===== src/rtl/cache_controller.sv =====
// cache_controller
// Miss-handling sequencer for a 2-way write-back data cache.
// On a CPU miss it stalls the pipeline and writes back a dirty victim over
// the memory request/ready port. It then fetches the missing block and
// issues a one-cycle fill/commit so the cache installs the line and
// completes the access. Saturating hit/miss counters are also kept.
//
// Ports
//   clk, rst_n                   clock, synchronous active-low reset
//   cpu_rd_en/cpu_wr_en/cpu_addr CPU request (store wins over load)
//   cache_hit                    combinational hit for cache_addr
//   victim_dirty/addr/data       replacement-way state from the cache
//   cache_addr/rd_en/wr_en       cache access controls
//   fetch_enable/fetch_data      one-cycle fill strobe and block
//   stall                        pipeline freeze
//   mem_req/we/addr/wdata        memory block request
//   mem_ready/mem_rdata          memory completion and read block
//   hit_count/miss_count         saturating performance counters
//
// state     | meaning
// ----------+------------------------------------------------
// IDLE      | serve CPU hits, detect and latch misses
// WRITEBACK | write dirty victim block to memory
// FETCH     | read missing block from memory
// FILL      | one-cycle install of the block and CPU replay
module cache_controller #(
   parameter int DATA_WIDTH  = 32,
   parameter int BLOCK_SIZE  = 4,
   parameter int OFFSET_BITS = 4
) (
   input  logic                             clk,
   input  logic                             rst_n,
   input  logic                             cpu_rd_en,
   input  logic                             cpu_wr_en,
   input  logic [DATA_WIDTH-1:0]            cpu_addr,
   input  logic                             cache_hit,
   input  logic                             victim_dirty,
   input  logic [DATA_WIDTH-1:0]            victim_addr,
   input  logic [BLOCK_SIZE*DATA_WIDTH-1:0] victim_data,
   output logic [DATA_WIDTH-1:0]            cache_addr,
   output logic                             cache_rd_en,
   output logic                             cache_wr_en,
   output logic                             fetch_enable,
   output logic [BLOCK_SIZE*DATA_WIDTH-1:0] fetch_data,
   output logic                             stall,
   output logic                             mem_req,
   output logic                             mem_we,
   output logic [DATA_WIDTH-1:0]            mem_addr,
   output logic [BLOCK_SIZE*DATA_WIDTH-1:0] mem_wdata,
   input  logic                             mem_ready,
   input  logic [BLOCK_SIZE*DATA_WIDTH-1:0] mem_rdata,
   output logic [DATA_WIDTH-1:0]            hit_count,
   output logic [DATA_WIDTH-1:0]            miss_count
);

   localparam int BW = BLOCK_SIZE*DATA_WIDTH;
   localparam logic [DATA_WIDTH-1:0] BLK_MASK = ~((DATA_WIDTH'(1) << OFFSET_BITS) - DATA_WIDTH'(1));
   localparam logic [DATA_WIDTH-1:0] CNT_MAX  = '1;

   typedef enum logic [1:0] {IDLE, WRITEBACK, FETCH, FILL} state_t;

   state_t                state_q, state_d;
   logic                  op_wr_q, op_wr_d;
   logic [DATA_WIDTH-1:0] addr_q, addr_d;
   logic [DATA_WIDTH-1:0] vaddr_q, vaddr_d;
   logic [BW-1:0]         vdata_q, vdata_d;
   logic [BW-1:0]         fill_q, fill_d;
   logic [DATA_WIDTH-1:0] hit_q, hit_d;
   logic [DATA_WIDTH-1:0] miss_q, miss_d;

   logic op_any;
   assign op_any = cpu_wr_en | cpu_rd_en;

   always_ff @(posedge clk) begin
      if (!rst_n) begin
         state_q <= IDLE;
         op_wr_q <= 1'b0;
         addr_q  <= '0;
         vaddr_q <= '0;
         vdata_q <= '0;
         fill_q  <= '0;
         hit_q   <= '0;
         miss_q  <= '0;
      end else begin
         state_q <= state_d;
         op_wr_q <= op_wr_d;
         addr_q  <= addr_d;
         vaddr_q <= vaddr_d;
         vdata_q <= vdata_d;
         fill_q  <= fill_d;
         hit_q   <= hit_d;
         miss_q  <= miss_d;
      end
   end

   always_comb begin
      state_d      = state_q;
      op_wr_d      = op_wr_q;
      addr_d       = addr_q;
      vaddr_d      = vaddr_q;
      vdata_d      = vdata_q;
      fill_d       = fill_q;
      hit_d        = hit_q;
      miss_d       = miss_q;
      cache_addr   = '0;
      cache_rd_en  = 1'b0;
      cache_wr_en  = 1'b0;
      fetch_enable = 1'b0;
      stall        = 1'b0;
      mem_req      = 1'b0;
      mem_we       = 1'b0;
      mem_addr     = '0;
      mem_wdata    = '0;

      unique case (state_q)
         IDLE: begin
            cache_addr  = cpu_addr;
            cache_wr_en = cpu_wr_en;
            cache_rd_en = cpu_rd_en & ~cpu_wr_en;
            stall       = op_any & ~cache_hit;
            if (op_any) begin
               if (cache_hit) begin
                  if (hit_q != CNT_MAX) hit_d = hit_q + DATA_WIDTH'(1);
               end else begin
                  if (miss_q != CNT_MAX) miss_d = miss_q + DATA_WIDTH'(1);
                  op_wr_d = cpu_wr_en;
                  addr_d  = cpu_addr;
                  vaddr_d = victim_addr;
                  vdata_d = victim_data;
                  state_d = victim_dirty ? WRITEBACK : FETCH;
               end
            end
         end
         WRITEBACK: begin
            stall     = 1'b1;
            mem_req   = 1'b1;
            mem_we    = 1'b1;
            mem_addr  = vaddr_q;
            mem_wdata = vdata_q;
            if (mem_ready) state_d = FETCH;
         end
         FETCH: begin
            stall    = 1'b1;
            mem_req  = 1'b1;
            mem_addr = addr_q & BLK_MASK;
            if (mem_ready) begin
               fill_d  = mem_rdata;
               state_d = FILL;
            end
         end
         FILL: begin
            fetch_enable = 1'b1;
            cache_addr   = addr_q;
            cache_wr_en  = op_wr_q;
            cache_rd_en  = ~op_wr_q;
            state_d      = IDLE;
         end
         default: state_d = IDLE;
      endcase
   end

   assign fetch_data = fill_q;
   assign hit_count  = hit_q;
   assign miss_count = miss_q;

endmodule


===== config.mk =====
export PLATFORM = sky130hd
export DESIGN_NAME = cache_controller
export DESIGN_NICKNAME = d
export VERILOG_FILES = /design/src/rtl/cache_controller.sv
export SDC_FILE = /design/constraint.sdc
export NUM_CORES = 1
export LEC_CHECK = 0
export ABC_CLOCK_PERIOD_IN_PS = 2600
export BUFFER_PORTS_ARGS = -buffer_cell sky130_fd_sc_hd__buf_2
export CAP_MARGIN = 30
export CORE_AREA = 5 5 278 280
export CTS_BUF_LIST = sky130_fd_sc_hd__clkbuf_8
export CTS_CLUSTER_DIAMETER = 50
export DETAILED_ROUTE_END_ITERATION = 16
export DIE_AREA = 0 0 283 285
export GPL_TIMING_DRIVEN = 0
export PLACE_DENSITY_LB_ADDON = 0.3
export RECOVER_POWER = 25
export SKIP_CTS_REPAIR_TIMING = 1
export SLEW_MARGIN = 20
export SYNTH_ARGS = -nofsm -noshare
export SYNTH_HDL_FRONTEND = slang
export SYNTH_SLANG_ARGS = --single-unit

===== constraint.sdc =====
create_clock -name clk -period 2.6 [get_ports clk]
set_clock_uncertainty 0.15 [all_clocks]
set_input_delay 0.52 -clock clk [delete_from_list [all_inputs] [get_ports clk]]
set_output_delay 0.52 -clock clk [all_outputs]
set_load 0.02 [all_outputs]

* Yosys cells after proc, flatten, opt, wreduce, memory -nomap -nowiden
Index checks and enable logic that the tools add are counted.
W data, S select, Z words.
** Word-level totals
- Memories :: 0
- Memory bits (read-only) :: 0
- Bits in latches :: 0
- Bits in writable memories :: 0
- Register bits after elaboration :: 387
** Operators by class
- Div/mod/pow operators :: 0
- Eq/ne operators :: 9
- Shift operators :: 0
- Bitwise gates (word level) :: 6
- $lt $le $gt $ge :: 0
- Reductions and logical operators :: 7
- Multiply operators :: 0
- Add/sub/neg operators :: 2
- Mux-type cells :: 15
** Operators with widths (number)
- $mux W128 :: 1
- $pmux W32 S2 :: 2
- $add A32 B1 Y32 const B :: 2
- $ne A32 B32 Y1 const B :: 2
- $reduce_and A4 Y1 :: 3
- $mux W2 :: 5
- $ne A2 B2 Y1 const B :: 4
- $pmux W2 S4 :: 1
- $pmux W1 S2 :: 3
- $eq A2 B2 Y1 const B :: 2
- $mux W1 :: 3
- $not A1 Y1 :: 3
- $reduce_and A3 Y1 :: 1
- $and A1 B1 Y1 :: 2
- $eq A2 B1 Y1 const B :: 1
- $logic_not A2 Y1 :: 1
- $reduce_and A2 Y1 :: 1
- $reduce_or A2 Y1 :: 1
- $or A1 B1 Y1 :: 1

* Longest topological paths before layout
- Word-level depth :: 4
- Depth in mapped cells :: 8
- Mapped depth without buffers :: 7

* Worst setup path before layout
No wires, ideal clock.
- Kind :: flip-flop to output port
- From :: reg state_q[1]
- To :: out mem_addr[18]
- Slack :: 0.267 ns
- Stages on the path, launching flop included :: 7
- Arrival :: 1.663 ns
- Data required time :: 1.930 ns
- Path through :: dfxtp_1 > inv_1 > ha_1 > clkbuf_1 > clkbuf_1 > a22oi_1 > nor2b_1
** On the way
- Longest elaborated chain between the ends :: 2
- Elaborated cells on any way between the ends :: 3
** Ends and longest elaborated chain
- start: declaration :: line 62 : state_t state_q, state_d;
- start signal: assignment :: line 85 : state_q <= state_d;
- $eq A2 B2 Y1 / $eq A2 B1 Y1 (equally long branches) :: line 115 : unique case (state_q)
- $pmux W32 S2 * :: line 115
- end: declaration :: line 48 : output logic [DATA_WIDTH-1:0] mem_addr,
Every way passes the cells marked *; elsewhere a longest branch is shown, timed or not.

* Worst setup path after layout
- From :: reg state_q[1]
- To :: out mem_wdata[120]
** On the way
- Longest elaborated chain between the ends :: 2
** Ends and longest elaborated chain
- $eq A2 B1 Y1 :: line 115
- $mux W128 :: line 115
- end: declaration :: line 49 : output logic [BLOCK_SIZE*DATA_WIDTH-1:0] mem_wdata,
No other way between the ends.

==> reports/results.tsv <==
stage	metric	value	unit
power	Tot Pwr	22.35	mW
sta	worst hold slack	0.04280	ns
sta	final worst path period need	2.837	ns
critical_path	crit end category	output port	
final_layout	final core utilization	37.71	%
logic_synthesis	register area share after synthesis	48.38	%
sta	post-route setup slack	-0.2373	ns
final_layout	Area growth syn-to-layout	74.70	%
global_route	total grt overflow	0	
logic_synthesis	yosys warns	0	
logic_synthesis	Synth Register Bits	387	
clock_network	CTS clk-pin slew, worst paths	0.06	ns
clock_network	clk_lat worst skew	0.64	ns
critical_path	flop2flop setup slack	0.09	ns
floorplan	height of the die	285	µm
critical_path	critical path, cell by cell	inv_4 > ha_4 > buf_12 > buf_12 > buf_12 > buf_8 > and2_1 > buf_2	
place	GPL Wtd Cong	0.8678	
critical_path	CP max-delay cell	dfxtp_4	
critical_path	Reg2Reg Depth	9	
final_layout	leading cell type in the layout, fill and taps excluded	nand2_1	
logic_synthesis	post-synthesis cell type count	47	
global_route	most used routing layer	met2	
detailed_routing	DR vias	19441	
place	pre-CTS WS	-1.157	ns
final_layout	NumNets Final	3596	
critical_path	CP top delay family	buffers and inverters	
final_layout	share of layout cells above drive strength 1	33.38	%
critical_path	CP Data Required Time	1.93	ns
critical_path	CP arrival	2.17	ns
global_route	global-route wire length before repair	115600	µm
detailed_routing	WL per Instance	19.98	µm
detailed_routing	Routed Antenna Nets	0	
critical_path	critical path class	flop to output port	
global_route	met1 Use GR	22.12	%
sta	maximum clock rate	352.4	MHz
detailed_routing	drt drc	0	
critical_path	CP max FO	10	
final_layout	Fill cells	7651	
floorplan	core area	74200	µm²
floorplan	die area	80660	µm²
place	DP Wirelength	62720	µm
hold_path	worst hold path endpoint	addr_q[8]	
detailed_routing	detailed-router iteration count before antenna repair	6	
logic_synthesis	Avg Synthesized Cell Area	7.600	µm²
logic_synthesis	Mapped Area	16010	µm²
hold_path	hold path depth	3	
logic_synthesis	Synth Flop Type	dfxtp_1	
power	Max VDD drop	0.4329	mV
sta	Slew @ Worst Pin	0.9388	ns
floorplan	Starting Density	21.58	%
power	leak pwr	11.86	nW
clock_network	clk root buf	clkbuf_8	
logic_synthesis	EDFF count, synth	0	
floorplan	I/O Pins	717	
run_status	outcome	finished with violations	
power	pwr dens	799.0	nW/µm²
logic_synthesis	Syn Inst Count	2107	
final_layout	most frequent cells in the layout	nand2_1 (678), buf_2 (579), dfxtp_1 (384)	
critical_path	Worst R2R End	vdata_q[51]	
place	IO Port Bufs	716	
logic_synthesis	Synthesized Nets	2441	
sta	max_slew headroom	37.41	%
hold_path	path category of the worst min-delay check	input port to flop	
global_route	met3 usage	5.695	%
global_route	vias in the first global route	17651	
logic_synthesis	async set-reset flop share out of synthesis	0	%
sta	final hold violations	0	
critical_path	WP buf/inv	6	
sta	RSZ-0062 raised after global routing	yes	
clock_network	Max H-tree Level	3	
flow_run	Max Cap Viol	0	
global_route	Overall Global Routing Usage	18.72	%
detailed_routing	Routed WL	85890	µm
sta	Final Max Slew Viols	0	
floorplan	Die W	283	µm
clock_network	clk buf depth	3	
sta	endpoints failing setup	195	
critical_path	Max stage delay on crit path	0.39	ns
run_status	failing checks	negative setup slack	
clock_network	Sink Count	387	
detailed_routing	DR iter-0 viols	935	
clock_network	TritonCTS clock tree	built	
critical_path	cell mode on critical path	buf_12	
clock_network	Num CTS Buffers	77	
critical_path	CP Launch Type	flop	
hold_path	Hold Startpoint	cpu_addr[8]	
global_route	met2 Usage GRT	32.89	%
floorplan	Rows	100	
critical_path	Worst R2R Start	state_q[0]	
sta	period utilisation layout	109.1	%
detailed_routing	Via density	4.523	
final_layout	fin cells	4298	
global_route	initial antenna violation count	10	
place	placed cell count	3801	
global_route	largest net degree at the start of global routing	11	
[where the power goes]
| group | internal (mW) | total, mW | switching [mW] |
|---|---|---|---|
| logic | 3.63 | 8.71 | 5.07 |
| registers | 6.58 | 7.00 | 0.419 |
| clock network | 3.73 | 6.64 | 2.92 |
| total | 13.9 | 22.4 | 8.41 |
[sequential cells by signal, indices dropped and copies added (netlist names)]
| name | count |
|---|---|
| addr_q | 32 |
| vdata_q | 128 |
| op_wr_q | 1 |
| vaddr_q | 32 |
| miss_count | 32 |
| fetch_data | 128 |
| state_q | 2 |
| hit_count | 32 |
[synth_stat cells (3+ instances only)]
library cell	number	share of area [%]
xnor2_1	4	0.22
clkbuf_1	146	3.4
nand2_1	678	16
dfxtp_1	387	48
and3_1	9	0.35
or3_1	30	1.2
nand2b_1	5	0.20
nor2b_1	29	1.1
or4_1	17	0.80
mux2i_1	3	0.19
o211ai_1	5	0.23
o21ai_0	33	1.0
inv_1	9	0.21
and4_1	6	0.33
buf_1	11	0.26
o21ai_1	3	0.094
o21a_1	3	0.14
o31ai_1	15	0.70
and2_1	131	5.1
nor3_1	7	0.22
nand3_1	18	0.56
ha_1	7	0.55
a22oi_1	62	2.9
a21oi_1	371	12
nor4_1	9	0.35
nor2_1	58	1.4
nand4b_1	5	0.27
nand4_1	22	0.86
[metal layers]
metal / share of wire, % / routed length (µm)
met4: 2.6 / 2255
met3: 7.1 / 6093
met2: 50 / 42850
met5: 0.031 / 27
met1: 40 / 34660
[worst reg2reg max path, cell delays in order (launching register included)]
cell and delay [ns]:
dfxtp_4 0.37, inv_4 0.08, ha_4 0.17, nand2b_1 0.14, nor2_4 0.26, buf_4 0.16, clkbuf_2 0.38, clkbuf_1 0.43
nand2_1 0.17, a21oi_1 0.14
[cells by family after synthesis]
| family | count (synthesis) | share of synthesized area, % |
|---|---|---|
| simple gates | 1032 | 29.26 |
| fa+ha+maj | 7 | 0.5469 |
| mux | 3 | 0.1875 |
| compound gates | 502 | 17.23 |
| flops | 387 | 48.38 |
| buf+inv | 170 | 4.071 |
| xor+xnor | 6 | 0.3281 |
[stage by stage]
step                cell area [µm²]  setup TNS, ns
global route                  27970         -47.79
global placement              20810        -318.35
floorplan                     16010              0
detailed placement            20930        -231.90
finish                        27980         -26.79
CTS                           22570        -365.39
[how the worst max path moves through the flow]
stage               startpoint              to  cells past startpoint
floorplan           state_q[1]    mem_addr[18]                      6
global placement    state_q[0]    mem_addr[28]                      7
detailed placement  state_q[0]   cache_addr[2]                      6
CTS                 state_q[0]   cache_addr[2]                      6
global route        state_q[0]     mem_addr[4]                      9
finish              state_q[1]  mem_wdata[120]                      8
[final cells by class]
cell class	count	area [µm²]	share of cell area [%]
flip-flops and latches	387	7756	27.72
inverters	9	38.79	0.1386
diodes	7	17.52	0.06261
plain buffers	160	1105	3.949
clock inverters	44	329.1	1.176
repair buffers	1077	8039	28.73
well taps	969	1212	4.334
clock buffers	95	1308	4.674
multi-input cells	1550	8172	29.21
(Power assumes the default switching activity.)
